<file path="config.mk">
export PLATFORM = sky130hd
export DESIGN_NAME = counter_bg_updown
export DESIGN_NICKNAME = d
export VERILOG_FILES = /design/src/rtl/counter_bg_pkg.sv /design/src/rtl/jk_async_res.sv /design/src/rtl/counter_bg_updown.sv
export SDC_FILE = /design/constraint.sdc
export NUM_CORES = 1
export LEC_CHECK = 0
export BUFFER_PORTS_ARGS = -buffer_cell sky130_fd_sc_hd__buf_2
export CAP_MARGIN = 20
export CORE_AREA = 4 4 41 43
export CTS_BUF_LIST = sky130_fd_sc_hd__clkbuf_8
export DETAILED_ROUTE_END_ITERATION = 8
export DIE_AREA = 0 0 45 47
export GPL_TIMING_DRIVEN = 0
export PLACE_DENSITY = 0.6
export RECOVER_POWER = 50
export SYNTH_ARGS = -nofsm -noshare
export SYNTH_HDL_FRONTEND = slang
export SYNTH_SLANG_ARGS = --single-unit
</file>
<file path="constraint.sdc">
create_clock -name clk -period 3.1 [get_ports clk]
set_clock_uncertainty 0.2 [all_clocks]
set_input_delay 0.62 -clock clk [delete_from_list [all_inputs] [get_ports clk]]
set_output_delay 0.62 -clock clk [all_outputs]
set_load 0.02 [all_outputs]
</file>
<file path="src/rtl/counter_bg_pkg.sv">
// counter_bg_pkg: shared constants and binary/Gray conversion helpers for counter_bg_updown
//   MODE_BIN / MODE_GRAY : values of the mode input
//   DIR_DOWN / DIR_UP    : values of the dir input
//   bin2gray / gray2bin  : conversions on a MAX_W-bit vector; narrower codes are
//                          zero-extended on the way in and truncated on the way out
package counter_bg_pkg;
   localparam int MAX_W = 16;
   localparam logic MODE_BIN  = 1'b0;
   localparam logic MODE_GRAY = 1'b1;
   localparam logic DIR_DOWN  = 1'b0;
   localparam logic DIR_UP    = 1'b1;
   function automatic logic [MAX_W-1:0] bin2gray(input logic [MAX_W-1:0] b);
      return b ^ (b >> 1);
   endfunction
   // Zero upper bits stay zero through the prefix XOR, so the narrow result is exact.
   function automatic logic [MAX_W-1:0] gray2bin(input logic [MAX_W-1:0] g);
      logic [MAX_W-1:0] b;
      b[MAX_W-1] = g[MAX_W-1];
      for (int i = MAX_W - 2; i >= 0; i--) b[i] = b[i+1] ^ g[i];
      return b;
   endfunction
endpackage

</file>
<file path="src/rtl/jk_async_res.sv">
// jk_async_res: JK flip-flop with asynchronous active-high reset to 0
//   clk : rising-edge clock
//   rst : asynchronous active-high reset
//   j,k : set / clear inputs (both high toggles)
//   q   : flip-flop state
module jk_async_res (
   input  logic clk,
   input  logic rst,
   input  logic j,
   input  logic k,
   output logic q
);
   always_ff @(posedge clk or posedge rst)
      if (rst) q <= 1'b0;
      else     q <= (j & ~q) | (~k & q);
endmodule

</file>
<file path="src/rtl/counter_bg_updown.sv">
// counter_bg_updown: WIDTH-bit up/down counter stepping in binary or Gray order, built on JK flip-flops
//   clk      : rising-edge clock
//   reset    : asynchronous active-high reset, clears count
//   en       : advance one step
//   mode     : 0 binary sequence, 1 Gray sequence
//   dir      : 1 up, 0 down
//   load     : load load_val as a raw code (overrides en)
//   load_val : value to load
//   count    : current code held in the JK array
//   code_bin : binary index of count under the current mode
//   tc       : terminal count, high on the enabled step that wraps (or saturates)
// Build option: define COUNTER_BG_SAT_EN to saturate at the terminal index instead of wrapping.
module counter_bg_updown
   import counter_bg_pkg::*;
#(
   parameter int WIDTH = 3
) (
   input  logic             clk,
   input  logic             reset,
   input  logic             en,
   input  logic             mode,
   input  logic             dir,
   input  logic             load,
   input  logic [WIDTH-1:0] load_val,
   output logic [WIDTH-1:0] count,
   output logic [WIDTH-1:0] code_bin,
   output logic             tc
);
   localparam logic [WIDTH-1:0] TOP = '1;
   logic [WIDTH-1:0] nidx, step, nxt, j, k;
   logic             at_end;
   // The held code is reinterpreted under whatever mode is current; it is never re-encoded.
   assign code_bin = (mode == MODE_GRAY) ? WIDTH'(gray2bin(MAX_W'(count))) : count;
   assign at_end   = (dir == DIR_UP) ? (code_bin == TOP) : (code_bin == '0);
   assign tc       = en & ~load & at_end;
   assign nidx     = (dir == DIR_UP) ? code_bin + WIDTH'(1) : code_bin - WIDTH'(1);
   assign step     = (mode == MODE_GRAY) ? WIDTH'(bin2gray(MAX_W'(nidx))) : nidx;
`ifdef COUNTER_BG_SAT_EN
   assign nxt = load ? load_val : (en & ~at_end) ? step : count;
`else
   assign nxt = load ? load_val : en ? step : count;
`endif
   // Drive each JK pair so the flop lands on nxt: set when rising, clear when falling.
   assign j = nxt & ~count;
   assign k = ~nxt & count;
   for (genvar g = 0; g < WIDTH; g++) begin : g_bit
      jk_async_res u_jk (
         .clk (clk),
         .rst (reset),
         .j   (j[g]),
         .k   (k[g]),
         .q   (count[g])
      );
   end
endmodule

</file>
# After elaboration in Yosys (flattened, before gate mapping)
# Cells that the tools add are included.
# op_classes
add_sub_neg	2
n_bitwise	25
order_cmp	0
div	0
muxes	6
eq_ne	1
shift	0
n_reduce_logical	1
n_mul	0
# ops
cell	count
3-bit two-way mux	4
1-bit bitwise AND	8
1-bit inverter	7
3-bit bitwise AND	2
3-bit inverter	2
3-bit by 1-bit adder with 3-bit output (second input constant)	1
3-bit equality test (second input constant)	1
3-bit zero test	1
1-bit bitwise OR	3
3-bit by 1-bit subtractor with 3-bit output (second input constant)	1
3-bit by 2-bit bitwise XOR with 3-bit output	1
2-bit two-way mux	1
1-bit bitwise XOR	2
1-bit two-way mux	1
# totals
latch_bits	0
ram_bits	0
word_cells	38
rom_bits	0
regBits	3
memories	0
inputBits	9

# Logic depth before layout (Yosys ltp)
# Gate-level depths: netlist (run 1).
# depth
word_depth	14
ltp_mapped	7

# Cells and area by module
# A second synthesis (run 1) with hierarchy kept.
# hier_totals
cells_unflattened	57
area_unflattened_um2	467.9
# modules_own_cells
mod	n_inst	area_per_inst_um2	seq_area_each_um2	cells_each
counter_bg_updown	1	340.3	0.0	45
jk_async_res	3	42.5	25.0	4

# Least setup slack after synthesis (run 1)
# OpenSTA, ideal clock, no wires.
# synth_timing
kind	input-to-reg
from	input mode
to	register g_bit[1].u_jk.q
stages	5
setup_ps	69
arrival_ps	2295
slack_ps	536
n_path_buf	0
cell_sequence	nand2_1 > xnor2_1 > fa_1 > or4_1 > nand3_1
# synth_between
elab_chain_cells	12
# synth_rtl
element	line	rtl
from (decl)	counter_bg_updown.sv:21	input logic mode,
2-bit two-way mux *	counter_bg_updown.sv:33	assign code_bin = (mode == MODE_GRAY) ? WIDTH'(gray2bin(MAX_W'(count))) : count;
net code_bin[1]	counter_bg_updown.sv:26	output logic [WIDTH-1:0] code_bin,
3-bit by 1-bit subtractor with 3-bit output / 3-bit by 1-bit adder with 3-bit output (equally long branches)	counter_bg_updown.sv:36	assign nidx = (dir == DIR_UP) ? code_bin + WIDTH'(1) : code_bin - WIDTH'(1);
3-bit two-way mux *	counter_bg_updown.sv:36	
3-bit by 2-bit bitwise XOR with 3-bit output	counter_bg_pkg.sv:13	return b ^ (b >> 1);
3-bit two-way mux *	counter_bg_updown.sv:37	assign step = (mode == MODE_GRAY) ? WIDTH'(bin2gray(MAX_W'(nidx))) : nidx;
3-bit two-way mux * (2 in series)	counter_bg_updown.sv:41	assign nxt = load ? load_val : en ? step : count;
3-bit inverter	counter_bg_updown.sv:45	assign k = ~nxt & count;
3-bit bitwise AND	counter_bg_updown.sv:45	
1-bit inverter	jk_async_res.sv:15	else q <= (j & ~q) | (~k & q);
1-bit bitwise AND	jk_async_res.sv:15	
1-bit bitwise OR *	jk_async_res.sv:15	
to (signal assigned)	jk_async_res.sv:15	
to (decl)	jk_async_res.sv:11	output logic q
# The timed path passes the listed nets; every way through them passes the cells marked *.

# Worst setup path in the final report (run 1)
# layout_timing
from	input dir
to	output tc
# layout_between
elab_chain_cells	2
# layout_rtl
element	line	rtl
from (decl)	counter_bg_updown.sv:22	input logic dir,
1-bit two-way mux	counter_bg_updown.sv:34	assign at_end = (dir == DIR_UP) ? (code_bin == TOP) : (code_bin == '0);
1-bit bitwise AND	counter_bg_updown.sv:35	assign tc = en & ~load & at_end;
to (decl)	counter_bg_updown.sv:27	output logic tc
# Every way passes these cells.

==> results of run 1 <==
[power by group through the flow]
| stage | Clock (mW) | Sequential [mW] | Combinational, mW |
|---|---|---|---|
| after floorplan | 0 | 0.0636 | 0.144 |
| after global placement | 0 | 0.0695 | 0.189 |
| after detailed placement | 0 | 0.0687 | 0.192 |
| after CTS | 0.113 | 0.0686 | 0.192 |
| after global routing | 0.118 | 0.0708 | 0.205 |
| final | 0.110 | 0.0678 | 0.188 |
[cell usage after synthesis]
cell type and n:
inv_1 5, buf_4 4, dfrtp_1 3, nand2_1 3, xnor2_1 3, a21oi_1 2
mux2i_1 2, nand2b_1 2, or4_1 2, a22oi_1 1, and3_1 1, and3b_1 1
fa_1 1, ha_1 1, nand3_1 1, nor2_1 1, nor3b_1 1, o2111ai_1 1
o211ai_1 1, o21ai_0 1, o31a_1 1, xor2_1 1, xor3_1 1
[area by class of cell]
type | count | area share
multi-input cells | 28 | 0.466
flip-flops and latches | 3 | 0.153
repair buffers | 15 | 0.153
clock buffers | 3 | 0.0840
plain buffers | 4 | 0.0611
inverters | 5 | 0.0382
well taps | 15 | 0.0382
clock inverters | 1 | 0.00763
[metal layers]
metal,track usage,up-vias
met5,0,-
met4,0.0877,0
met3,0.0153,2
met2,0.124,14
met1,0.0922,139
li1,-,172
[per-stage QoR]
step / util / hold slack (ps) / power [mW] / setup slack [ps]
global placement: 0.343 / 282 / 0.259 / 592
detailed placement: 0.343 / 285 / 0.261 / 572
finish: 0.378 / 60.0 / 0.366 / 705
CTS: 0.378 / 57.1 / 0.374 / 687
global route: 0.378 / 69.1 / 0.394 / 615
floorplan: - / 174 / 0.207 / 536
[worst min path at each step]
stage,startpoint,endpoint,slack [ps],depth (start not counted)
final,reset,g_bit[1].u_jk.q,60,2
after global routing,reset,g_bit[2].u_jk.q,70,2
after CTS,reset,g_bit[1].u_jk.q,60,2
after global placement,reset,g_bit[0].u_jk.q,280,2
after detailed placement,reset,g_bit[2].u_jk.q,290,2
after floorplan,reset,g_bit[0].u_jk.q,170,1
[kinds of logic (layout without fill, tap and decap cells)]
family,Yosys count,count (layout),synth area share
multiplexers,2,2,0.0567
flip-flops,3,3,0.213
AND/OR/NAND/NOR,12,12,0.199
XOR/XNOR,5,5,0.167
AO/OA/AOI/OAI,7,7,0.135
adder cells (fa/ha/maj),2,2,0.0922
buffers and inverters,9,28,0.138
==> results.yml, run 1 <==
outcome:
  status: "finished, final reports clean"
power:
  p_int_mw: 0.225
  sequentialPowerShare: 0.185
  clockPowerShare: 0.301
  leakage_nw: 0.265
  combPwrFrac: 0.514
  ir_worst_vdd_mv: 0.385
  sw_frac_of_total: 0.386
  power_per_cell_area_nw_per_um2: 745
  switching_power_mw: 0.141
critical_path:
  path_class: "primary input to output port"
  cp.arrival_ps: 1580
  path_cells: "buf_2 > or4_1 > a21oi_1 > buf_2"
  reg2reg_to: "g_bit[1].u_jk.q"
  cp_num_cells: 4
  worst_path_most_repeated_cell: "buf_2"
  startpoint_type: "primary input"
  cp_num_buf_inv: 2
  end_kind: "output port"
  r2r-start: "g_bit[2].u_jk.q"
  r2r_slack_ps: 770
  cp_top_family: "simple AND/OR/NAND/NOR gates"
  required_ps: 2280
  crit_slowest_cell: "or4_1"
  ff2ff_path_depth: 6
  crit_fanout: 5
  setup.worst_path.start: "dir"
  endpoint: "tc"
  critPathMaxStageDelay_ps: 500
final_layout:
  area_growth_pct: 39.4
  reg_top3: "g_bit.u_jk.q: 3 flops"
  design_area_um2: 492
  instances_no_fill: 74
  regArea_um2: 75.1
  regMostFlops: "g_bit.u_jk.q"
  largest_register_ffs: 3
  multiInputGateArea_um2: 229
  nNetsFinal: 71
  final_cell_mix: "15 x buf_2, 6 x inv_1"
  drive_gt1_frac: 0.373
  n_fill_cell: 150
  final_common_cell: "buf_2"
  insertedDiodeCount: 0
yosys:
  syn-num-nets: 51
  synthesis.area_um2: 353
  ys_warn_count: 0
  synth_top_area_frac: 0.213
  ys_ff_latch: 3
  synthCells: 40
  synth_largest_area_cell: "dfrtp_1"
  yosysSeqAreaShare: 0.213
  syn-mean-instance-area_um2: 8.82
  synthTopCellsByArea: "dfrtp_1 21%, buf_4 8.5%, xnor2_1 7.4%"
  synth_cell_types: 23
routing:
  dr.max_layer_used: "met4"
  wl_per_cell_um: 9.76
  firstDrtPassIters: 3
  wl_met3_um: 82
  ant_nets: 0
  vias: 327
  wl_met1_um: 307
  drc: 0
  vias_per_cell: 4.42
  drt_wl_total_um: 722
  drt_iter0_markers: 8
  wl_met2_um: 314
sta:
  report.final.slew_viol_count: 0
  finalCritPeriodShare: 0.773
  tns_ps: 0
  rsz0062_at_grt: "false"
  worst_pin_slew_ps: 296
  fmax_ghz: 0.417
  hold_violations: 0
  finalSetupViolCount: 0
  min_period_ps: 2400
  max_slew_margin: 0.801
global_route:
  grt_overflow: 0
  grt_pass1_wl_um: 1180
  grt_max_degree: 9
  grt_pass1_vias: 304
  antenna_found_initial: 0
  grtUsageTotal: 0.0817
run:
  cap_viol_max_count: 0
clocking:
  post-cts-setup-buffer-count: 0
  tritoncts: "yes"
  clockRootBuffer: "clkbuf_8"
  cts_resized: 0
  cts_sinks: 3
  cts.path.max_buffers: 2
  clock_latency_ps: 210
  cts.clk_slew.worst_paths_ps: 30
  cts_hold_buf: 0
  cts-htree-levels: 1
  cts_buffers: 3
die:
  initial_core_util: 0.271
  dieHeight_um: 47
  io-pin-count: 16
  core_area_um2: 1300
  rows: 13
  die_w_um: 45
  die_area_um2: 2120
placement:
  portBuffers: 15
  placed_cell_area_um2: 447
  gp_congestion: 0.711
  dp_cells: 70
worst_hold_path:
  hold_path_class: "primary input to async pin"
(Power assumes the default switching activity.)
==> run 2, diff against run 1 <==
PLACE_DENSITY = 0.62   (was 0.6)
clock period = 2.2 ns   (was 3.1 ns; I/O delays follow)
==> results.yml, run 2 (same netlist as run 1, synthesis figures left out) <==
routing:
  firstDrtPassIters: 4
  drt_iter0_markers: 4
  vias_per_cell: 4.35
  drt_wl_total_um: 885
  ant_nets: 0
  vias: 344
  wl_per_cell_um: 11.2
  drc: 0
worst_hold_path:
  hold_path_class: "primary input to register"
clocking:
  clockRootBuffer: "clkbuf_8"
  cts_buffers: 3
  cts.clk_slew.worst_paths_ps: 30
  clock_latency_ps: 220
  cts-htree-levels: 1
  cts_sinks: 3
  tritoncts: "yes"
  cts.path.max_buffers: 2
final_layout:
  insertedDiodeCount: 0
  final_common_cell: "buf_2"
  final_cell_mix: "14 x buf_2, 9 x buf_4, 6 x inv_1"
  reg_top3: "g_bit.u_jk.q: 3 flops"
  instances_no_fill: 79
  area_growth_pct: 64.5
  nNetsFinal: 76
  regMostFlops: "g_bit.u_jk.q"
  drive_gt1_frac: 0.547
  largest_register_ffs: 3
critical_path:
  crit_slowest_cell: "or4_1"
  path_class: "register to output port"
  cp_num_cells: 4
  ff2ff_path_depth: 6
  r2r-start: "g_bit[2].u_jk.q"
  cp_num_buf_inv: 2
  cp_top_family: "simple AND/OR/NAND/NOR gates"
  path_cells: "buf_4 > or4_1 > a21oi_2 > buf_4"
  crit_fanout: 4
  startpoint_type: "register"
  endpoint: "tc"
  setup.worst_path.start: "g_bit[2].u_jk.q"
  worst_path_most_repeated_cell: "buf_4"
  end_kind: "output port"
  cp.arrival_ps: 1610
  r2r_slack_ps: -10
  critPathMaxStageDelay_ps: 540
  required_ps: 1560
  reg2reg_to: "g_bit[1].u_jk.q"
global_route:
  globalRouteMet1Util: 0.128
  grt_max_degree: 9
  grt_pass1_wl_um: 1550
  grt_pass1_vias: 344
  met3_usage: 0.0307
  antenna_found_initial: 0
  grt_overflow: 0
  grtUsageTotal: 0.105
  grt.busiest_layer: "met2"
  grt_util_met2: 0.153
power:
  combPwrFrac: 0.592
  power_per_cell_area_nw_per_um2: 1040
  sequentialPowerShare: 0.147
  sw_frac_of_total: 0.382
  p_int_mw: 0.373
  clockPowerShare: 0.261
  switching_power_mw: 0.230
  leakage_nw: 0.306
  ir_worst_vdd_mv: 0.535
sta:
  fmax_ghz: 0.445
  max_slew_margin: 0.776
  finalSetupViolCount: 2
  hold_violations: 0
  setup_slack_ps: -48.2
  report.final.slew_viol_count: 0
  rsz0062_at_grt: "true"
  finalCritPeriodShare: 1.02
  whs_ps: 238
  worst_pin_slew_ps: 337
  min_period_ps: 2250
die:
  io-pin-count: 16
  rows: 13
  die_area_um2: 2120
  dieHeight_um: 47
  initial_core_util: 0.271
  core_area_um2: 1300
  die_w_um: 45
placement:
  dp_hpwl_um: 626
  gp_congestion: 0.768
  dp_cells: 70
  portBuffers: 15
run:
  cap_viol_max_count: 0
outcome:
  status: "finished, violations left"
  failed_checks: "negative setup slack"
## run 2: changes by cell type in the layout (fill, tap and decap cells not counted), moves of 2 or more
cell / before / now
dfrtp_1: 3 / 1
xnor2_1: 3 / 1
dfrtp_2: 0 / 2
clkbuf_4: 3 / 0
buf_4: 1 / 9
## run 2: per-stage QoR
step | setup TNS (ps) | utilization | cell area, um^2 | total power [mW] | worst slack (ps)
6_report | -60.0 | 0.446 | 581 | 0.603 | -48.2
5_1_grt | -218 | 0.446 | 581 | 0.654 | -95.3
4_1_cts | -51.1 | 0.437 | 568 | 0.601 | -32.4
3_5_place_dp | -216 | 0.368 | 479 | 0.411 | -147
3_3_place_gp | -203 | 0.368 | 479 | 0.407 | -138
2_1_floorplan | -98.8 | - | 385 | 0.333 | -98.8
## run 2: worst min-delay path by stage
| stage | depth (start not counted) | slack [ps] | startpoint | endpoint |
|---|---|---|---|---|
| floorplan | 1 | -6 | reset | g_bit[0].u_jk.q |
| global placement | 2 | 100 | reset | g_bit[2].u_jk.q |
| detailed placement | 2 | 110 | reset | g_bit[2].u_jk.q |
| CTS | 3 | 240 | load_val[0] | g_bit[0].u_jk.q |
| global route | 3 | 260 | load_val[0] | g_bit[0].u_jk.q |
| finish | 3 | 240 | load_val[0] | g_bit[0].u_jk.q |
## run 2: worst register-to-register path: cells and delay by family, from the launching register on
kind / cells / cell delay, ps
adders and majority gates: 1 / 470
DFF: 1 / 410
and+or+nand+nor: 3 / 710
xor gates and xnor gates: 2 / 350
## run 2: power groups by stage
stage / Sequential [mW] / Combinational [mW] / Clock [mW]
floorplan: 0.0959 / 0.237 / 0
global placement: 0.104 / 0.303 / 0
detailed placement: 0.104 / 0.307 / 0
CTS: 0.0882 / 0.352 / 0.160
global route: 0.0913 / 0.391 / 0.171
finish: 0.0889 / 0.357 / 0.157
## run 2: final cells by class
type	instances	area, um^2
repair buffers	20	118
clock inverters	1	3.75
clock buffers	3	41.3
fillers	142	721
plain buffers	4	30.0
flip-flops and latches	3	77.6
inverters	5	18.8
multi-input cells	28	273
well taps	15	18.8
## run 2: routing by layer
layer / vias up / part of all wire
li1: 183 / -
met1: 146 / 0.44
met2: 13 / 0.46
met3: 2 / 0.084
met4: 0 / 0.017
met5: - / 0
## run 2: repair_timing
action,in CTS,in global routing
endpoints found under the hold margin,3,0
setup buffers,4,0
endpoints found under the setup margin,2,3
hold buffers,1,0
pin swaps,5,0
cloned,0,0
gates resized for setup,2,3
==> run 3, diff against run 2 <==
CELL_PAD_IN_SITES_DETAIL_PLACEMENT = 1   (was not set)
CELL_PAD_IN_SITES_GLOBAL_PLACEMENT = 2   (was not set)
CORE_AREA = not set   (was 4 4 41 43)
CORE_MARGIN = 4   (was not set)
CORE_UTILIZATION = 23   (was not set)
DIE_AREA = not set   (was 0 0 45 47)
PLACE_DENSITY = 0.84   (was 0.62)
==> results.yml, run 3 (same netlist as run 1, synthesis figures left out) <==
outcome:
  status: "finished, violations left"
  failed_checks: "negative setup slack"
routing:
  firstDrtPassIters: 3
  vias_per_cell: 4.54
  drt_iter0_markers: 7
  wl_per_cell_um: 11.1
  ant_nets: 0
  vias: 363
  drc: 0
  drt_wl_total_um: 888
clocking:
  cts.path.max_buffers: 2
  cts.clk_slew.worst_paths_ps: 30
  cts-htree-levels: 1
  clock_latency_ps: 210
  clockRootBuffer: "clkbuf_8"
  cts_sinks: 3
  cts_buffers: 3
  tritoncts: "yes"
final_layout:
  regMostFlops: "g_bit.u_jk.q"
  final_common_cell: "buf_2"
  n_fill_cell: 169
  fin_util: 0.436
  reg_top3: "g_bit.u_jk.q: 3 flops"
  area_growth_pct: 68.8
  insertedDiodeCount: 0
  largest_register_ffs: 3
  nNetsFinal: 77
  final_cell_mix: "14 x buf_2, 8 x buf_4, 6 x inv_1"
  drive_gt1_frac: 0.554
  multiInputGateArea_um2: 277
  regArea_um2: 77.6
critical_path:
  r2r_slack_ps: 10
  crit_fanout: 5
  reg2reg_to: "g_bit[1].u_jk.q"
  path_cells: "buf_6 > or4_1 > a21oi_1 > buf_4"
  required_ps: 1560
  crit_slowest_cell: "or4_1"
  cp.arrival_ps: 1570
  path_class: "register to output port"
  startpoint_type: "register"
  r2r-start: "g_bit[2].u_jk.q"
  ff2ff_path_depth: 6
  critPathMaxStageDelay_ps: 510
  end_kind: "output port"
placement:
  portBuffers: 15
  dp_hpwl_um: 689
  gp_congestion: 0.678
worst_hold_path:
  holdPathStages: 3
  min_from: "load_val[0]"
  hold_path_class: "primary input to register"
  hold_end: "g_bit[0].u_jk.q"
die:
  core_area_um2: 1370
  die_area_um2: 2220
  initial_core_util: 0.258
  rows: 13
  die_w_um: 47.2
  io-pin-count: 16
  dieHeight_um: 47.2
sta:
  tns_ps: -9.55
  rsz0062_at_grt: "true"
  max_slew_margin: 0.782
  min_period_ps: 2210
  setup_slack_ps: -9.55
  finalCritPeriodShare: 1.00
  whs_ps: 240
  worst_pin_slew_ps: 327
  hold_violations: 0
  finalSetupViolCount: 1
  fmax_ghz: 0.453
  report.final.slew_viol_count: 0
global_route:
  grt_max_degree: 9
  grtUsageTotal: 0.0970
  grt_overflow: 0
  grt_pass1_vias: 371
  grt_pass1_wl_um: 1480
  antenna_found_initial: 0
run:
  cap_viol_max_count: 0
power:
  ir_worst_vdd_mv: 0.440
  finalPower_mw: 0.616
  leakage_nw: 0.313
  power_per_cell_area_nw_per_um2: 1030
==> run 3: what timing repair did <==
item                                   CTS  global route
setup endpoints to repair                3             3
endpoints found under the hold margin    3             0
hold buffers                             1             0
gates resized for setup                  3             3
pin swaps                                6             0
setup buffers                            5             0
==> run 3: routing by layer <==
layer / vias up / share of wire / wire (um) / GRT usage
met3: 0 / 0.062 / 55 / 0.0115
met5: - / 0 / 0 / 0
met2: 9 / 0.53 / 474 / 0.176
met4: 0 / 0 / 0 / 0.0663
met1: 171 / 0.40 / 358 / 0.103
li1: 183 / - / - / -
==> run 3: where the power goes <==
part	internal [mW]	switching (mW)	total, mW
Clock	0.119	0.0337	0.152
Sequential	0.0708	0.0222	0.0930
Combinational	0.196	0.174	0.370
==> run 3: area by class of cell <==
cell class | instances | area share
buffer | 4 | 0.0504
clock buffer | 3 | 0.0693
clock inverter | 1 | 0.00630
inverter | 5 | 0.0315
multi-input combinational | 28 | 0.464
sequential | 3 | 0.130
tap | 15 | 0.0315
timing repair buffer | 21 | 0.216
==> run 3: metrics by stage <==
stage	setup slack (ps)	area, um^2	instances
final	-9.55	596	80
after global routing	-56.6	596	80
after CTS	-28.2	579	80
after detailed placement	-161	479	70
after global placement	-129	479	70
after floorplan	-98.8	385	40
==> run 3: how the worst max path moves through the flow <==
stage,from,end,slack [ps],cells past startpoint
global placement,g_bit[2].u_jk.q,g_bit[1].u_jk.q,-130,7
finish,g_bit[1].u_jk.q,tc,-10,4
global route,g_bit[1].u_jk.q,tc,-60,4
floorplan,g_bit[1].u_jk.q,g_bit[1].u_jk.q,-100,6
CTS,g_bit[2].u_jk.q,g_bit[1].u_jk.q,-30,6
detailed placement,g_bit[2].u_jk.q,g_bit[1].u_jk.q,-160,7
==> run 3: worst max-delay path, delay by kind of cell (launching register included) <==
family | cells | cell delay [ps]
and+or+nand+nor | 1 | 510
AOI/OAI and AO/OA | 1 | 140
buffers and inverters | 2 | 300
DFF | 1 | 420
